[config.mk]
export PLATFORM = sky130hd
export DESIGN_NAME = hyperbus_rx_packer_flat
export DESIGN_NICKNAME = d
export VERILOG_FILES = /design/src/rtl/hyperbus_rx_packer_pkg.sv /design/src/rtl/hyperbus_rx_packer_if.sv /design/src/rtl/hyperbus_rx_beat_reg.sv /design/src/rtl/hyperbus_rx_packer.sv /design/src/flat_wrapper.sv
export SDC_FILE = /design/constraint.sdc
export NUM_CORES = 1
export LEC_CHECK = 0
export BUFFER_PORTS_ARGS = -buffer_cell sky130_fd_sc_hd__buf_2
export CORE_MARGIN = 4
export CORE_UTILIZATION = 52
export DETAILED_ROUTE_END_ITERATION = 12
export PLACE_DENSITY = 0.82
export SLEW_MARGIN = 20
export SYNTH_ARGS = -nofsm -noshare
export SYNTH_HDL_FRONTEND = slang
export SYNTH_SLANG_ARGS = --single-unit
[constraint.sdc]
create_clock -name clk0 -period 2.88 [get_ports clk0]
set_input_delay 0.144 -clock clk0 [delete_from_list [all_inputs] [get_ports clk0]]
set_output_delay 0.144 -clock clk0 [all_outputs]
set_load 0.01 [all_outputs]
[src/rtl/hyperbus_rx_packer_pkg.sv]
`default_nettype none
// ============================================================================
//  Module   : hyperbus_rx_packer_pkg
//  Purpose  : Shared types and constants for the HyperBus read-data packer.
//             The beat struct is sized from HYPER_NB_WORDS, so a packer
//             instance must use the same NB_WORDS as this package.
//  Contents : HYPER_WORD_W, HYPER_NB_WORDS, HYPER_LEN_W, rx_state_e,
//             rx_beat_t {data, strb, last, error}, rx_cmd_t {len, offset}
//  Revision : 1.0  initial release
// ============================================================================
package hyperbus_rx_packer_pkg;

    localparam int HYPER_WORD_W   = 16;
    localparam int HYPER_NB_WORDS = 2;
    localparam int HYPER_LEN_W    = 16;
    localparam int HYPER_DW       = HYPER_WORD_W * HYPER_NB_WORDS;
    localparam int HYPER_OFF_W    = $clog2(HYPER_NB_WORDS);

    typedef enum logic [1:0] {
        RX_IDLE  = 2'd0,
        RX_RECV  = 2'd1,
        RX_FLUSH = 2'd2
    } rx_state_e;

    typedef struct packed {
        logic [HYPER_DW-1:0]         data;
        logic [2*HYPER_NB_WORDS-1:0] strb;
        logic                        last;
        logic                        error;
    } rx_beat_t;

    typedef struct packed {
        logic [HYPER_LEN_W-1:0] len;
        logic [HYPER_OFF_W-1:0] offset;
    } rx_cmd_t;

endpackage
`default_nettype wire

[src/rtl/hyperbus_rx_packer_if.sv]
`default_nettype none
// ============================================================================
//  Module   : hyperbus_rx_packer_if
//  Purpose  : Bundles the command, CDC-FIFO pop and read-beat channels of the
//             packer.
//  Modports : master - the packer (drives cmd_ready, fifo_ready, rx_*, drop)
//             slave  - the surrounding controller / FIFO / AXI side
//  Revision : 1.0  initial release
// ============================================================================
interface hyperbus_rx_packer_if
    import hyperbus_rx_packer_pkg::*;
#(
    parameter int NB_WORDS = HYPER_NB_WORDS,
    parameter int LEN_W    = HYPER_LEN_W
);
    localparam int DW    = HYPER_WORD_W * NB_WORDS;
    localparam int OFF_W = $clog2(NB_WORDS);

    logic                    cmd_valid;
    logic                    cmd_ready;
    logic [LEN_W-1:0]        cmd_len;
    logic [OFF_W-1:0]        cmd_offset;
    logic                    fifo_valid;
    logic [HYPER_WORD_W-1:0] fifo_data;
    logic                    fifo_ready;
    logic                    rx_valid;
    logic                    rx_ready;
    logic [DW-1:0]           rx_data;
    logic [2*NB_WORDS-1:0]   rx_strb;
    logic                    rx_last;
    logic                    rx_error;
    logic                    drop;

    modport master (
        input  cmd_valid, cmd_len, cmd_offset, fifo_valid, fifo_data, rx_ready,
        output cmd_ready, fifo_ready, rx_valid, rx_data, rx_strb, rx_last,
               rx_error, drop
    );

    modport slave (
        output cmd_valid, cmd_len, cmd_offset, fifo_valid, fifo_data, rx_ready,
        input  cmd_ready, fifo_ready, rx_valid, rx_data, rx_strb, rx_last,
               rx_error, drop
    );

endinterface
`default_nettype wire

[src/rtl/hyperbus_rx_beat_reg.sv]
`default_nettype none
// ============================================================================
//  Module   : hyperbus_rx_beat_reg
//  Purpose  : Single-entry valid/ready register for one packed read beat.
//             Contents stay stable while out_valid && !out_ready; a new beat
//             may be loaded in the same cycle the held one is taken.
//  Ports    : clk0, rst_i (async, active-high)
//             in_valid/in_ready/in_beat    - load side
//             out_valid/out_ready/out_beat - read-channel side
//  Revision : 1.0  initial release
// ============================================================================
module hyperbus_rx_beat_reg
    import hyperbus_rx_packer_pkg::*;
(
    input  wire logic     clk0,
    input  wire logic     rst_i,
    input  wire logic     in_valid,
    output logic          in_ready,
    input  wire rx_beat_t in_beat,
    output logic          out_valid,
    input  wire logic     out_ready,
    output rx_beat_t      out_beat
);

    logic     r_valid;
    rx_beat_t r_beat;

    assign in_ready  = !r_valid || out_ready;
    assign out_valid = r_valid;
    assign out_beat  = r_beat;

    always_ff @(posedge clk0 or posedge rst_i) begin
        if (rst_i) begin
            r_valid <= 1'b0;
            r_beat  <= '0;
        end else if (in_valid && in_ready) begin
            r_valid <= 1'b1;
            r_beat  <= in_beat;
        end else if (out_ready) begin
            r_valid <= 1'b0;
        end
    end

endmodule
`default_nettype wire

[src/rtl/hyperbus_rx_packer.sv]
`default_nettype none
// ============================================================================
//  Module   : hyperbus_rx_packer
//  Purpose  : Packs 16-bit words popped from the RWDS read CDC FIFO into
//             NB_WORDS-wide beats per read command, starting at a lane
//             offset, with byte strobes, last flag, RWDS-stall timeout and
//             discard of stray words while idle.
//  Ports    : clk0, rst_i (async, active-high)
//             bus (hyperbus_rx_packer_if.master): cmd_*, fifo_*, rx_*, drop
//  Params   : NB_WORDS (must equal HYPER_NB_WORDS), LEN_W, TIMEOUT_CYCLES
//  Revision : 1.0  initial release
// ============================================================================
module hyperbus_rx_packer
    import hyperbus_rx_packer_pkg::*;
#(
    parameter int NB_WORDS       = HYPER_NB_WORDS,
    parameter int LEN_W          = HYPER_LEN_W,
    parameter int TIMEOUT_CYCLES = 256
) (
    input wire logic            clk0,
    input wire logic            rst_i,
    hyperbus_rx_packer_if.master bus
);

    localparam int DW    = HYPER_WORD_W * NB_WORDS;
    localparam int OFF_W = $clog2(NB_WORDS);
    localparam int TO_W  = $clog2(TIMEOUT_CYCLES + 1);

    localparam logic [OFF_W-1:0] LAST_LANE   = OFF_W'(NB_WORDS - 1);
    localparam logic [TO_W-1:0]  TIMEOUT_VAL = TO_W'(TIMEOUT_CYCLES);
    localparam logic [LEN_W-1:0] ONE_WORD    = LEN_W'(1);

    rx_state_e             r_state,     w_state_nxt;
    logic [LEN_W-1:0]      r_remaining, w_remaining_nxt;
    logic [OFF_W-1:0]      r_lane,      w_lane_nxt;
    logic [DW-1:0]         r_asm_data,  w_asm_data_nxt;
    logic [2*NB_WORDS-1:0] r_asm_strb,  w_asm_strb_nxt;
    logic [TO_W-1:0]       r_timer,     w_timer_nxt;

    logic [DW-1:0]         w_fill_data;
    logic [2*NB_WORDS-1:0] w_fill_strb;
    rx_cmd_t               w_cmd;
    rx_beat_t              w_beat_in;
    rx_beat_t              w_beat_out;
    logic                  w_push;
    logic                  w_slot_free;
    logic                  w_out_valid;
    logic                  w_cmd_ready;
    logic                  w_fifo_ready;
    logic                  w_drop;

    assign w_cmd.len    = bus.cmd_len;
    assign w_cmd.offset = bus.cmd_offset;

    always_ff @(posedge clk0 or posedge rst_i) begin
        if (rst_i) begin
            r_state     <= RX_IDLE;
            r_remaining <= '0;
            r_lane      <= '0;
            r_asm_data  <= '0;
            r_asm_strb  <= '0;
            r_timer     <= '0;
        end else begin
            r_state     <= w_state_nxt;
            r_remaining <= w_remaining_nxt;
            r_lane      <= w_lane_nxt;
            r_asm_data  <= w_asm_data_nxt;
            r_asm_strb  <= w_asm_strb_nxt;
            r_timer     <= w_timer_nxt;
        end
    end

    always_comb begin
        w_state_nxt     = r_state;
        w_remaining_nxt = r_remaining;
        w_lane_nxt      = r_lane;
        w_asm_data_nxt  = r_asm_data;
        w_asm_strb_nxt  = r_asm_strb;
        w_timer_nxt     = r_timer;
        w_cmd_ready     = 1'b0;
        w_fifo_ready    = 1'b0;
        w_drop          = 1'b0;
        w_push          = 1'b0;
        w_beat_in       = '0;

        // Assembly buffer as it would look with the incoming word in place.
        w_fill_data = r_asm_data;
        w_fill_strb = r_asm_strb;
        w_fill_data[int'(r_lane)*HYPER_WORD_W +: HYPER_WORD_W] = bus.fifo_data;
        w_fill_strb[int'(r_lane)*2 +: 2] = 2'b11;

        case (r_state)
            RX_IDLE: begin
                w_cmd_ready  = 1'b1;
                w_fifo_ready = 1'b1;
                // Anything popped here has no command to belong to.
                w_drop       = bus.fifo_valid;
                if (bus.cmd_valid) begin
                    w_remaining_nxt = (w_cmd.len == '0) ? ONE_WORD : w_cmd.len;
                    w_lane_nxt      = w_cmd.offset;
                    w_asm_data_nxt  = '0;
                    w_asm_strb_nxt  = '0;
                    w_timer_nxt     = '0;
                    w_state_nxt     = RX_RECV;
                end
            end

            RX_RECV: begin
                // Only pop when a completed beat is guaranteed a home.
                w_fifo_ready = w_slot_free;
                if (bus.fifo_valid && w_slot_free) begin
                    w_remaining_nxt = r_remaining - ONE_WORD;
                    w_lane_nxt      = r_lane + OFF_W'(1);
                    w_timer_nxt     = '0;
                    w_asm_data_nxt  = w_fill_data;
                    w_asm_strb_nxt  = w_fill_strb;
                    if ((r_lane == LAST_LANE) || (r_remaining == ONE_WORD)) begin
                        w_push          = 1'b1;
                        w_beat_in.data  = w_fill_data;
                        w_beat_in.strb  = w_fill_strb;
                        w_beat_in.last  = (r_remaining == ONE_WORD);
                        w_asm_data_nxt  = '0;
                        w_asm_strb_nxt  = '0;
                        if (r_remaining == ONE_WORD) begin
                            w_state_nxt = RX_IDLE;
                        end
                    end
                end else begin
                    // Backpressure cycles count too: a stuck AXI side must
                    // not hold the controller forever.
                    w_timer_nxt = r_timer + TO_W'(1);
                    if (w_timer_nxt == TIMEOUT_VAL) begin
                        w_state_nxt = RX_FLUSH;
                    end
                end
            end

            RX_FLUSH: begin
                // Emit whatever was gathered, even an empty beat, so the
                // read channel always sees a terminating last.
                if (w_slot_free) begin
                    w_push          = 1'b1;
                    w_beat_in.data  = r_asm_data;
                    w_beat_in.strb  = r_asm_strb;
                    w_beat_in.last  = 1'b1;
                    w_beat_in.error = 1'b1;
                    w_asm_data_nxt  = '0;
                    w_asm_strb_nxt  = '0;
                    w_state_nxt     = RX_IDLE;
                end
            end

            default: begin
                w_state_nxt = RX_IDLE;
            end
        endcase
    end

    hyperbus_rx_beat_reg u_beat_reg (
        .clk0      (clk0),
        .rst_i     (rst_i),
        .in_valid  (w_push),
        .in_ready  (w_slot_free),
        .in_beat   (w_beat_in),
        .out_valid (w_out_valid),
        .out_ready (bus.rx_ready),
        .out_beat  (w_beat_out)
    );

    assign bus.cmd_ready  = w_cmd_ready;
    assign bus.fifo_ready = w_fifo_ready;
    assign bus.drop       = w_drop;
    assign bus.rx_valid   = w_out_valid;
    assign bus.rx_data    = w_beat_out.data;
    assign bus.rx_strb    = w_beat_out.strb;
    assign bus.rx_last    = w_beat_out.last;
    assign bus.rx_error   = w_beat_out.error;

endmodule
`default_nettype wire

[src/flat_wrapper.sv]
// flat-port wrapper written by rule: the top's interface ports become plain ports
module hyperbus_rx_packer_flat import hyperbus_rx_packer_pkg::*;
#(
    parameter int NB_WORDS       = HYPER_NB_WORDS,
    parameter int LEN_W          = HYPER_LEN_W,
    parameter int TIMEOUT_CYCLES = 256
)
  (clk0, rst_i, bus_cmd_valid, bus_cmd_len, bus_cmd_offset, bus_fifo_valid, bus_fifo_data, bus_rx_ready, bus_cmd_ready, bus_fifo_ready, bus_rx_valid, bus_rx_data, bus_rx_strb, bus_rx_last, bus_rx_error, bus_drop);
  hyperbus_rx_packer_if #(.NB_WORDS(NB_WORDS), .LEN_W(LEN_W)) bus_i ();
  input wire logic clk0;
  input wire logic rst_i;
  input wire logic [$bits(bus_i.cmd_valid)-1:0] bus_cmd_valid;
  input wire logic [$bits(bus_i.cmd_len)-1:0] bus_cmd_len;
  input wire logic [$bits(bus_i.cmd_offset)-1:0] bus_cmd_offset;
  input wire logic [$bits(bus_i.fifo_valid)-1:0] bus_fifo_valid;
  input wire logic [$bits(bus_i.fifo_data)-1:0] bus_fifo_data;
  input wire logic [$bits(bus_i.rx_ready)-1:0] bus_rx_ready;
  output wire logic [$bits(bus_i.cmd_ready)-1:0] bus_cmd_ready;
  output wire logic [$bits(bus_i.fifo_ready)-1:0] bus_fifo_ready;
  output wire logic [$bits(bus_i.rx_valid)-1:0] bus_rx_valid;
  output wire logic [$bits(bus_i.rx_data)-1:0] bus_rx_data;
  output wire logic [$bits(bus_i.rx_strb)-1:0] bus_rx_strb;
  output wire logic [$bits(bus_i.rx_last)-1:0] bus_rx_last;
  output wire logic [$bits(bus_i.rx_error)-1:0] bus_rx_error;
  output wire logic [$bits(bus_i.drop)-1:0] bus_drop;
  assign bus_i.cmd_valid = bus_cmd_valid;
  assign bus_i.cmd_len = bus_cmd_len;
  assign bus_i.cmd_offset = bus_cmd_offset;
  assign bus_i.fifo_valid = bus_fifo_valid;
  assign bus_i.fifo_data = bus_fifo_data;
  assign bus_i.rx_ready = bus_rx_ready;
  assign bus_cmd_ready = bus_i.cmd_ready;
  assign bus_fifo_ready = bus_i.fifo_ready;
  assign bus_rx_valid = bus_i.rx_valid;
  assign bus_rx_data = bus_i.rx_data;
  assign bus_rx_strb = bus_i.rx_strb;
  assign bus_rx_last = bus_i.rx_last;
  assign bus_rx_error = bus_i.rx_error;
  assign bus_drop = bus_i.drop;
  hyperbus_rx_packer #(.NB_WORDS(NB_WORDS), .LEN_W(LEN_W), .TIMEOUT_CYCLES(TIMEOUT_CYCLES)) u_core (.clk0(clk0), .rst_i(rst_i), .bus(bus_i));
endmodule
======== Word-level counts from Yosys, hierarchy flattened ========
Index checks and enable logic that the tools add are counted.
Widths: inputs -> output; s select.
storage, ports and cells
  output and inout bits ................... 42
  bits of input ports ..................... 38
  word-level logic and storage cells ...... 87
  bits in registers ....................... 103
operators by class
  equal/unequal tests ..................... 10
  multiplexer cells ....................... 43
  add/subtract/negate cells ............... 5
  shifts and indexed selects .............. 4
  reduce and logical (&&, ||, !) cells .... 14
operators with widths
  kind                      count
  $mux 32                   4
  $pmux 32 s3               1
  $mux 37                   2
  $pmux 37 s2               1
  $mux 16                   3
  $mux 38                   1
  $neg 2->33                1
  $neg 5->33                1
  $shift 16x33->32 const A  1
  $shift 2x33->4 const A    1
  $shiftx 16x33->32         1
  $shiftx 2x33->4 const A   1
  $bwmux 32                 1
  $pmux 16 s2               1
  $mux 9                    2
  $pmux 9 s2                1
  $eq 16x1->1 const B       1
  $logic_not 16->1          1
  $mux 4                    4
  $sub 16x1->16 const B     1
  $mux 2                    6
  $pmux 4 s3                1
  $mux 1                    10
  $add 9x1->9 const B       1
  21 further kinds          28

======== Logic depth before layout (Yosys ltp) ========
Gate-level depths: netlist of the first run.
  depth after elaboration ................. 7
  depth in mapped cells ................... 9
  depth with buffers taken out ............ 7

======== Hierarchy ========
Synthesis of the first run repeated with hierarchy kept, for this count alone.
second synthesis, totals
  cell total of the unflattened synthesis .. 517
  area, all modules ....................... 5388.9 sq um
by module, submodules not included
  module                cells an instance  area an instance (sq um)  instances  sequential area each (sq um)
  hyperbus_rx_packer    432                3833.7                    1          1576.5
  hyperbus_rx_beat_reg  85                 1555.2                    1          975.9

======== Worst setup path before layout of the first run ========
OpenSTA, ideal clock, no wires.
  path type ............................... register -> register
  start point ............................. register u_core.r_state[1]
  end point ............................... register u_core.r_asm_data[1]
  arrival ................................. 1889 ps
  setup slack ............................. 863 ps
  stages on the path, launching flop included .. 10
  period minus slack after synthesis ...... 2017 ps
  setup time .............................. 127 ps
  required time ........................... 2753 ps
  buffers on the path ..................... 2
  cells stage by stage .................... dfrtp_1 -> inv_1 -> ha_1 -> nor2b_1 -> a21o_1 -> or3_1 -> clkbuf_1 -> clkbuf_1 -> nand2_1 -> o21ai_0
on the way
  longest elaborated chain between the ends .. 3
  elaborated cells on any way between the ends .. 9
  those cells by class .................... 5 x eq/ne; 1 x mux; 3 x reduce/logical
RTL lines
  what                                                RTL line                  source
  start, declared                                     hyperbus_rx_packer.sv:33  rx_state_e r_state, w_state_nxt;
  start signal, assigned                              hyperbus_rx_packer.sv:64  r_state <= w_state_nxt;
  $eq 2x1->1, or another cell as far along            hyperbus_rx_packer.sv:92  case (r_state)
  $ne 2x1->1 (no line), or another cell as far along  -
  $reduce_and 4->1 (no line)                          -
  end signal, assigned                                hyperbus_rx_packer.sv:67  r_asm_data <= w_asm_data_nxt;
  end, declared                                       hyperbus_rx_packer.sv:36  logic [DW-1:0] r_asm_data, w_asm_data_nxt;
Parallel ways exist; a longest one is shown, timed or not.
A chain may end at the register's enable or synchronous reset.

======== Final worst setup path of the first run ========
  start point ............................. register u_core.r_remaining[12]
  end point ............................... register u_core.u_beat_reg.r_beat, in the netlist u_core.u_beat_reg.out_beat[15]
on the way
  longest elaborated chain between the ends .. 6
  elaborated cells on any way between the ends .. 9
  those cells by class .................... 1 x eq/ne; 6 x mux; 2 x reduce/logical
RTL lines
  what                    RTL line                    source
  start, declared         hyperbus_rx_packer.sv:34    logic [LEN_W-1:0] r_remaining, w_remaining_nxt;
  start signal, assigned  hyperbus_rx_packer.sv:65    r_remaining <= w_remaining_nxt;
  $eq 16x1->1 *           hyperbus_rx_packer.sv:117   if ((r_lane == LAST_LANE) || (r_remaining == ONE_WORD)) begin
  $logic_or 1x1->1 *      hyperbus_rx_packer.sv:117
  $mux 1                  hyperbus_rx_packer.sv:117
  $mux 1                  hyperbus_rx_packer.sv:111   if (bus.fifo_valid && w_slot_free) begin
  $pmux 1 s2              hyperbus_rx_packer.sv:92
  $logic_and 1x1->1       hyperbus_rx_beat_reg.sv:36  end else if (in_valid && in_ready) begin
  end signal, assigned    hyperbus_rx_beat_reg.sv:38  r_beat <= in_beat;
  end, declared           hyperbus_rx_beat_reg.sv:26  rx_beat_t r_beat;
Mark *: on every way between the ends. The rest lies on a longest branch, timed or not.

==> metrics.cfg, run 1 <==
[detailed_routing]
ant_nets=0
routed-via-count=4562
vias_per_cell=5.99
route.detailed.drc=0
dr.pass1.iters=4
wire_per_inst_um=17.2
drt_iter0_markers=329
routed_wl_um=13100

[critical_path]
cp_data_arrival_time_ns=2.63
startpoint=u_core.r_remaining[12]
cp_max_fo=24
worstRegToRegCells=6
cp-endpoint=u_core.u_beat_reg.out_beat[15]
start_kind=flop
cp.required_ns=3.10
r2r_start=u_core.r_remaining[12]
reg2reg_slack_ns=0.48
crit_path_max_incr_delay_ns=0.56
crit_type=flop to flop
r2r_end=u_core.u_beat_reg.out_beat[15]
crit_path_end_kind=flop
worstPathCellList=or3_4 -> nor3b_1 -> a211oi_4 -> buf_4 -> o21ai_0 -> o211ai_1
slowest_stage=nor3b_1

[synthesis]
yosysMostFrequentCell=dfrtp_1
synth_warnings=0
ys_seq_elements=101
syn_area_mm2=0.00528
synth.area.top_cells=dfrtp_1 48%, o21ai_0 8.2%, mux2i_1 6.6%
synth_edf_count=0
synth_cell_types=60
ys.flop_type=dfrtp_1
yosys-top-cells-count=101 x dfrtp_1, 87 x o21ai_0, 86 x nand2_1
avgSynthCellArea_um2=9.45
async_reset_ff_share_pct=100
ys_seq_area_share_pct=47.9
synth_cells=559
yosysTopAreaCell=dfrtp_1
syn_nets=605
synth.top_cell.area_share_pct=47.9

[timing]
worst_slack_ns=0.476
tns_ns=0
relSlewSlack_pct=42.3
min_period_ns=2.40
setup_violations=0
tightest_slew_ns=0.865
fin_skew_ns=0.0156
fmax_mhz=416
drv_slew=0
rsz0062_at_grt=false
hold_viol=0
fin_crit_sh_pct=83.5

[place]
place_ws_ns=0.543
portBuffers=79
dp_hpwl_um=8980
place_congestion=0.885

[power]
ir_drop_v=0.000592
power_uw=5310
p_int_uw=3050
power_leakage_uw=0.00268
swShare_pct=42.6
power.density_mw_per_mm2=891
combinationalPowerShare_pct=42.2
p_sw_uw=2260
p_clk_share_pct=16.3
p_seq_share_pct=41.4

[global_routing]
grt_overflow_total=0
grt_usage_pct=22.6
grt_pass1_vias=4460
grt_max_degree=72
grt_first_pass_wirelength_um=21600
antenna_found_initial=0

[finish]
multiInputGateArea_mm2=0.00254
fin_util_pct=60.7
drive_above_1_share_pct=19.4
regArea_mm2=0.00253
num-fill-cells=849
num_antenna_cells=0
area_delta_synth_final_pct=12.8
layout.nets=669

[clock_tree]
clock_latency_ns=0.37
clkSlewWorstSetupHoldPaths_ns=0.10
clockBufferDepth=2
cts_sinks=101
cts_tree=done
cts-root-buf=clkbuf_8
cts_resized=0
cts_setup_buffers=0
cts_buffers=9
ctsHtreeMaxLevel=3

[job]
cap_viol_max_count=0

[outcome]
status=finished clean

[floorplan]
fp.dieW_um=109
die_h_um=109
initial_core_util_pct=53.8
core_mm2=0.00982
pin_count=80
num_rows=36
die-area_mm2=0.0118

[worst_hold_path]
min_path_cells=3
worstHoldPathType=primary input to flop

routing by layer:
metal	part of all wire (%)	vias to the layer above	GRT usage [%]
met1	44	2212	30.9
met3	5.9	19	3.43
met2	49	165	38.0
met4	1.4	0	5.95
li1	-	2166	-
met5	0	-	0
registers in the layout (all words and copies together) (netlist names):
signal	cells
u_core.r_timer	9
u_core.r_remaining	16
u_core.r_asm_data	32
u_core.u_beat_reg.out_beat	37
u_core.r_state	2
u_core.u_beat_reg.out_valid	1
u_core.r_lane	1
u_core.r_asm_strb	3
power groups by stage:
stage / clock [µW] / sequential, µW / combinational, µW
2_1_floorplan: 0 / 2220 / 1530
3_3_place_gp: 0 / 2190 / 2180
3_5_place_dp: 0 / 2220 / 2250
4_1_cts: 878 / 2190 / 2260
5_1_grt: 927 / 2250 / 2490
6_report: 868 / 2200 / 2240
worst min-delay path by stage:
stage / endpoint / from
final: u_core.r_remaining[1] / bus_cmd_len[1]
after CTS: u_core.r_remaining[1] / bus_cmd_len[1]
after floorplan: u_core.r_remaining[1] / bus_cmd_len[1]
after global placement: u_core.u_beat_reg.out_beat[5] / rst_i
after detailed placement: u_core.r_asm_data[25] / rst_i
after global routing: u_core.r_remaining[1] / bus_cmd_len[1]
through the flow:
stage               instances  cell area, µm²  hold slack, ns
floorplan                 559            5280           0.299
global placement          744            5770           0.376
detailed placement        744            5770           0.387
CTS                       761            5960          0.0188
global route              761            5960          0.0768
finish                    761            5960          0.0290
repair_timing:
item / CTS / global route
endpoints found under the hold margin: 58 / 0
hold buffers: 1 / 0
endpoints found under the setup margin: 0 / 0
layout by cell type, fill, tap and decap left out, drive strengths merged, types with 10 or more instances in the layout:
master  synthesis  final
o21ai          91     91
inv            14     18
dfrtp         101    101
clkbuf         28     10
nor2           14     14
nand2          86     86
nor3           10     10
o211ai         34     34
a21oi          18     18
nand3          15     15
buf             9     89
mux2i          35     35
logic make-up (layout without fill, tap and decap cells):
group | after synthesis | after routing | synth area share (%)
adders and majority gates | 8 | 8 | 1.90
DFF | 101 | 101 | 47.9
and+or+nand+nor | 168 | 168 | 15.7
xor gates and xnor gates | 1 | 1 | 0.166
muxes | 38 | 38 | 7.27
AOI/OAI and AO/OA | 192 | 192 | 22.8
buffers and inverters | 51 | 120 | 4.24
area by class of cell:
type,instances,area share [%]
timing repair buffer,90,8.07
clock inverter,6,0.903
tap,133,2.79
multi-input combinational,407,42.7
sequential,101,42.4
inverter,14,0.924
clock buffer,10,2.14
worst max-delay path, delay by kind of cell (launching register included):
family	cells	cell delay, ns
AOI/OAI and AO/OA	3	0.58
DFF	1	0.43
buffers and inverters	1	0.27
and+or+nand+nor	2	0.98
Note: power is estimated with default switching activity, not from simulation.
==> run 2, diff against run 1 <==
clock period = 2.1 ns   (was 2.88 ns; I/O delays follow)
==> metrics.cfg, run 2 (same netlist as run 1, synthesis figures left out) <==
[outcome]
status=finished clean  ; unchanged

[detailed_routing]
dr.pass1.iters=5  ; was 4
routed-via-count=4823  ; was 4562
vias_per_cell=6.14  ; was 5.99
route.met2.wl_um=7000  ; was 6420 µm
top_layer_used=met4  ; unchanged
wire_per_inst_um=17.7  ; was 17.2 µm
drt_iter0_markers=480  ; was 329
ant_nets=0  ; unchanged
routed-wl-met3_um=962  ; was 777 µm
routed_wl_um=13900  ; was 13100 µm
route.detailed.drc=0  ; unchanged
wl_met1_um=5750  ; was 5720 µm

[power]
power_uw=7620  ; was 5310 µW
power.density_mw_per_mm2=1220  ; was 891 mW/mm²
power_leakage_uw=0.00282  ; was 0.00268 µW
ir_drop_v=0.000704  ; was 0.000592 V

[finish]
num_antenna_cells=0  ; unchanged
area_delta_synth_final_pct=18.5  ; was 12.8%
largest_reg_flops=37  ; unchanged
final_common_cell=dfrtp_1  ; unchanged
drive_above_1_share_pct=23.3  ; was 19.4%
layout.nets=693  ; was 669
final_cell_mix=100 x dfrtp_1, 86 x nand2_1, 79 x buf_2  ; was 100 x dfrtp_1, 86 x nand2_1, 86 x o21ai_0

[timing]
fmax_mhz=480  ; was 416 MHz
setup_violations=0  ; unchanged
hold_viol=0  ; unchanged
rsz0062_at_grt=true  ; was false
tightest_slew_ns=0.565  ; was 0.865 ns
min_period_ns=2.08  ; was 2.40 ns
drv_slew=0  ; unchanged
fin_crit_sh_pct=99.3  ; was 83.5%
relSlewSlack_pct=62.3  ; was 42.3%
fin_skew_ns=0.0174  ; was 0.0156 ns
worst_slack_ns=0.0153  ; was 0.476 ns

[worst_hold_path]
min_path_cells=3  ; unchanged
worstHoldPathType=primary input to flop  ; unchanged
min_from=bus_fifo_data[11]  ; was bus_cmd_len[1]

[global_routing]
grt_first_pass_wirelength_um=22500  ; was 21600 µm
antenna_found_initial=0  ; unchanged
grt_pass1_vias=4659  ; was 4460
grt_usage_pct=23.8  ; was 22.6%
grt_max_degree=102  ; was 72
grt_overflow_total=0  ; unchanged

[critical_path]
crit_path_end_kind=flop  ; unchanged
start_kind=flop  ; unchanged
cp.required_ns=2.36  ; was 3.10 ns
crit_path_max_incr_delay_ns=0.41  ; was 0.56 ns
worstRegToRegCells=7  ; was 6
slowest_stage=dfrtp_1  ; was nor3b_1
r2r_start=u_core.r_state[1]  ; was u_core.r_remaining[12]
cp_max_fo=7  ; was 24
startpoint=u_core.r_state[1]  ; was u_core.r_remaining[12]
worstPathCellList=inv_1 -> ha_1 -> nor2b_1 -> a21o_2 -> or3_4 -> o21bai_1 -> and2_1  ; was or3_4 -> nor3b_1 -> a211oi_4 -> buf_4 -> o21ai_0 -> o211ai_1
crit_type=flop to flop  ; unchanged
cp_data_arrival_time_ns=2.35  ; was 2.63 ns

[clock_tree]
cts_buffers=9  ; unchanged
cts-root-buf=clkbuf_8  ; unchanged
cts_sinks=101  ; unchanged
ctsHtreeMaxLevel=3  ; unchanged
clockBufferDepth=2  ; unchanged
cts_tree=done  ; unchanged
clkSlewWorstSetupHoldPaths_ns=0.11  ; was 0.10 ns
clock_latency_ns=0.38  ; was 0.37 ns

[place]
portBuffers=79  ; unchanged
place_congestion=0.832  ; was 0.885
place_ws_ns=-0.0871  ; was 0.543 ns
dp_hpwl_um=8940  ; was 8980 µm

[floorplan]
core_mm2=0.00982  ; unchanged
pin_count=80  ; unchanged
initial_core_util_pct=53.8  ; unchanged
num_rows=36  ; unchanged
fp.dieW_um=109  ; unchanged
die_h_um=109  ; unchanged
die-area_mm2=0.0118  ; unchanged

[job]
cap_viol_max_count=0  ; unchanged

-- run 2: changes by cell type in the layout (fill, tap and decap cells not counted), moves of 2 or more --
cell	before	now
buf_12	0	5
or4_4	1	5
inv_8	1	3
o21ai_1	3	10
buf_4	10	24
o21ai_0	86	78
-- run 2: layer usage --
layer	track usage, %	up-vias
li1	-	2222
met1	30.5	2387
met2	42.1	189
met3	4.50	25
met4	4.69	0
met5	0	-
-- run 2: worst paths after layout --
kind	to	slack, ns
max	u_core.r_asm_strb[3]	0.02
min	u_core.r_asm_data[27]	0.04
max reg2reg	u_core.r_asm_strb[3]	0.02
min reg2reg	u_core.r_asm_strb[2]	0.49
max in group asynchronous	u_core.r_remaining[12]	1.26
min in group asynchronous	u_core.u_beat_reg.out_beat[5]	0.42
-- run 2: final cells by class --
class                   instances  area (µm²)
flip-flops and latches        101        2530
clock inverters                 7        65.1
multi-input cells             411        2620
clock buffers                   9         124
repair buffers                110         696
fillers                       830        3560
well taps                     133         166
inverters                      14        56.3
-- run 2: report_power, final --
group	leakage [µW]	internal (µW)	switching (µW)	total [µW]
Combinational	0.00139	1390	2000	3390
Sequential	0.00133	2520	483	3010
Clock	0.0000999	466	761	1230
Total	0.00282	4380	3240	7620
-- run 2: critical path: cells and delay by family, from the launching register on --
kind	cells	cell delay, ns
DFF	1	0.41
adders and majority gates	1	0.23
AOI/OAI and AO/OA	2	0.47
and+or+nand+nor	3	0.76
buffers and inverters	1	0.09
-- run 2: metrics by stage --
stage | std cells | util [%] | area (µm²) | hold slack (ns) | TNS [ns]
2_1_floorplan | 559 | - | 5280 | 0.260 | 0
3_3_place_gp | 757 | 60.2 | 5910 | 0.302 | 0
3_5_place_dp | 757 | 60.2 | 5910 | 0.310 | -0.125
4_1_cts | 776 | 62.5 | 6130 | 0.0511 | 0
5_1_grt | 785 | 63.7 | 6260 | 0.0663 | -0.474
6_report | 785 | 63.7 | 6260 | 0.0420 | 0
-- run 2: repair_timing --
| action | in CTS | in global routing |
|---|---|---|
| hold endpoints to repair | 102 | 0 |
| gates resized for setup | 2 | 17 |
| pin swaps | 1 | 4 |
| buffers inserted | 0 | 6 |
| gates cloned | 1 | 3 |
| setup endpoints to repair | 31 | 64 |
| hold buffers | 2 | 0 |
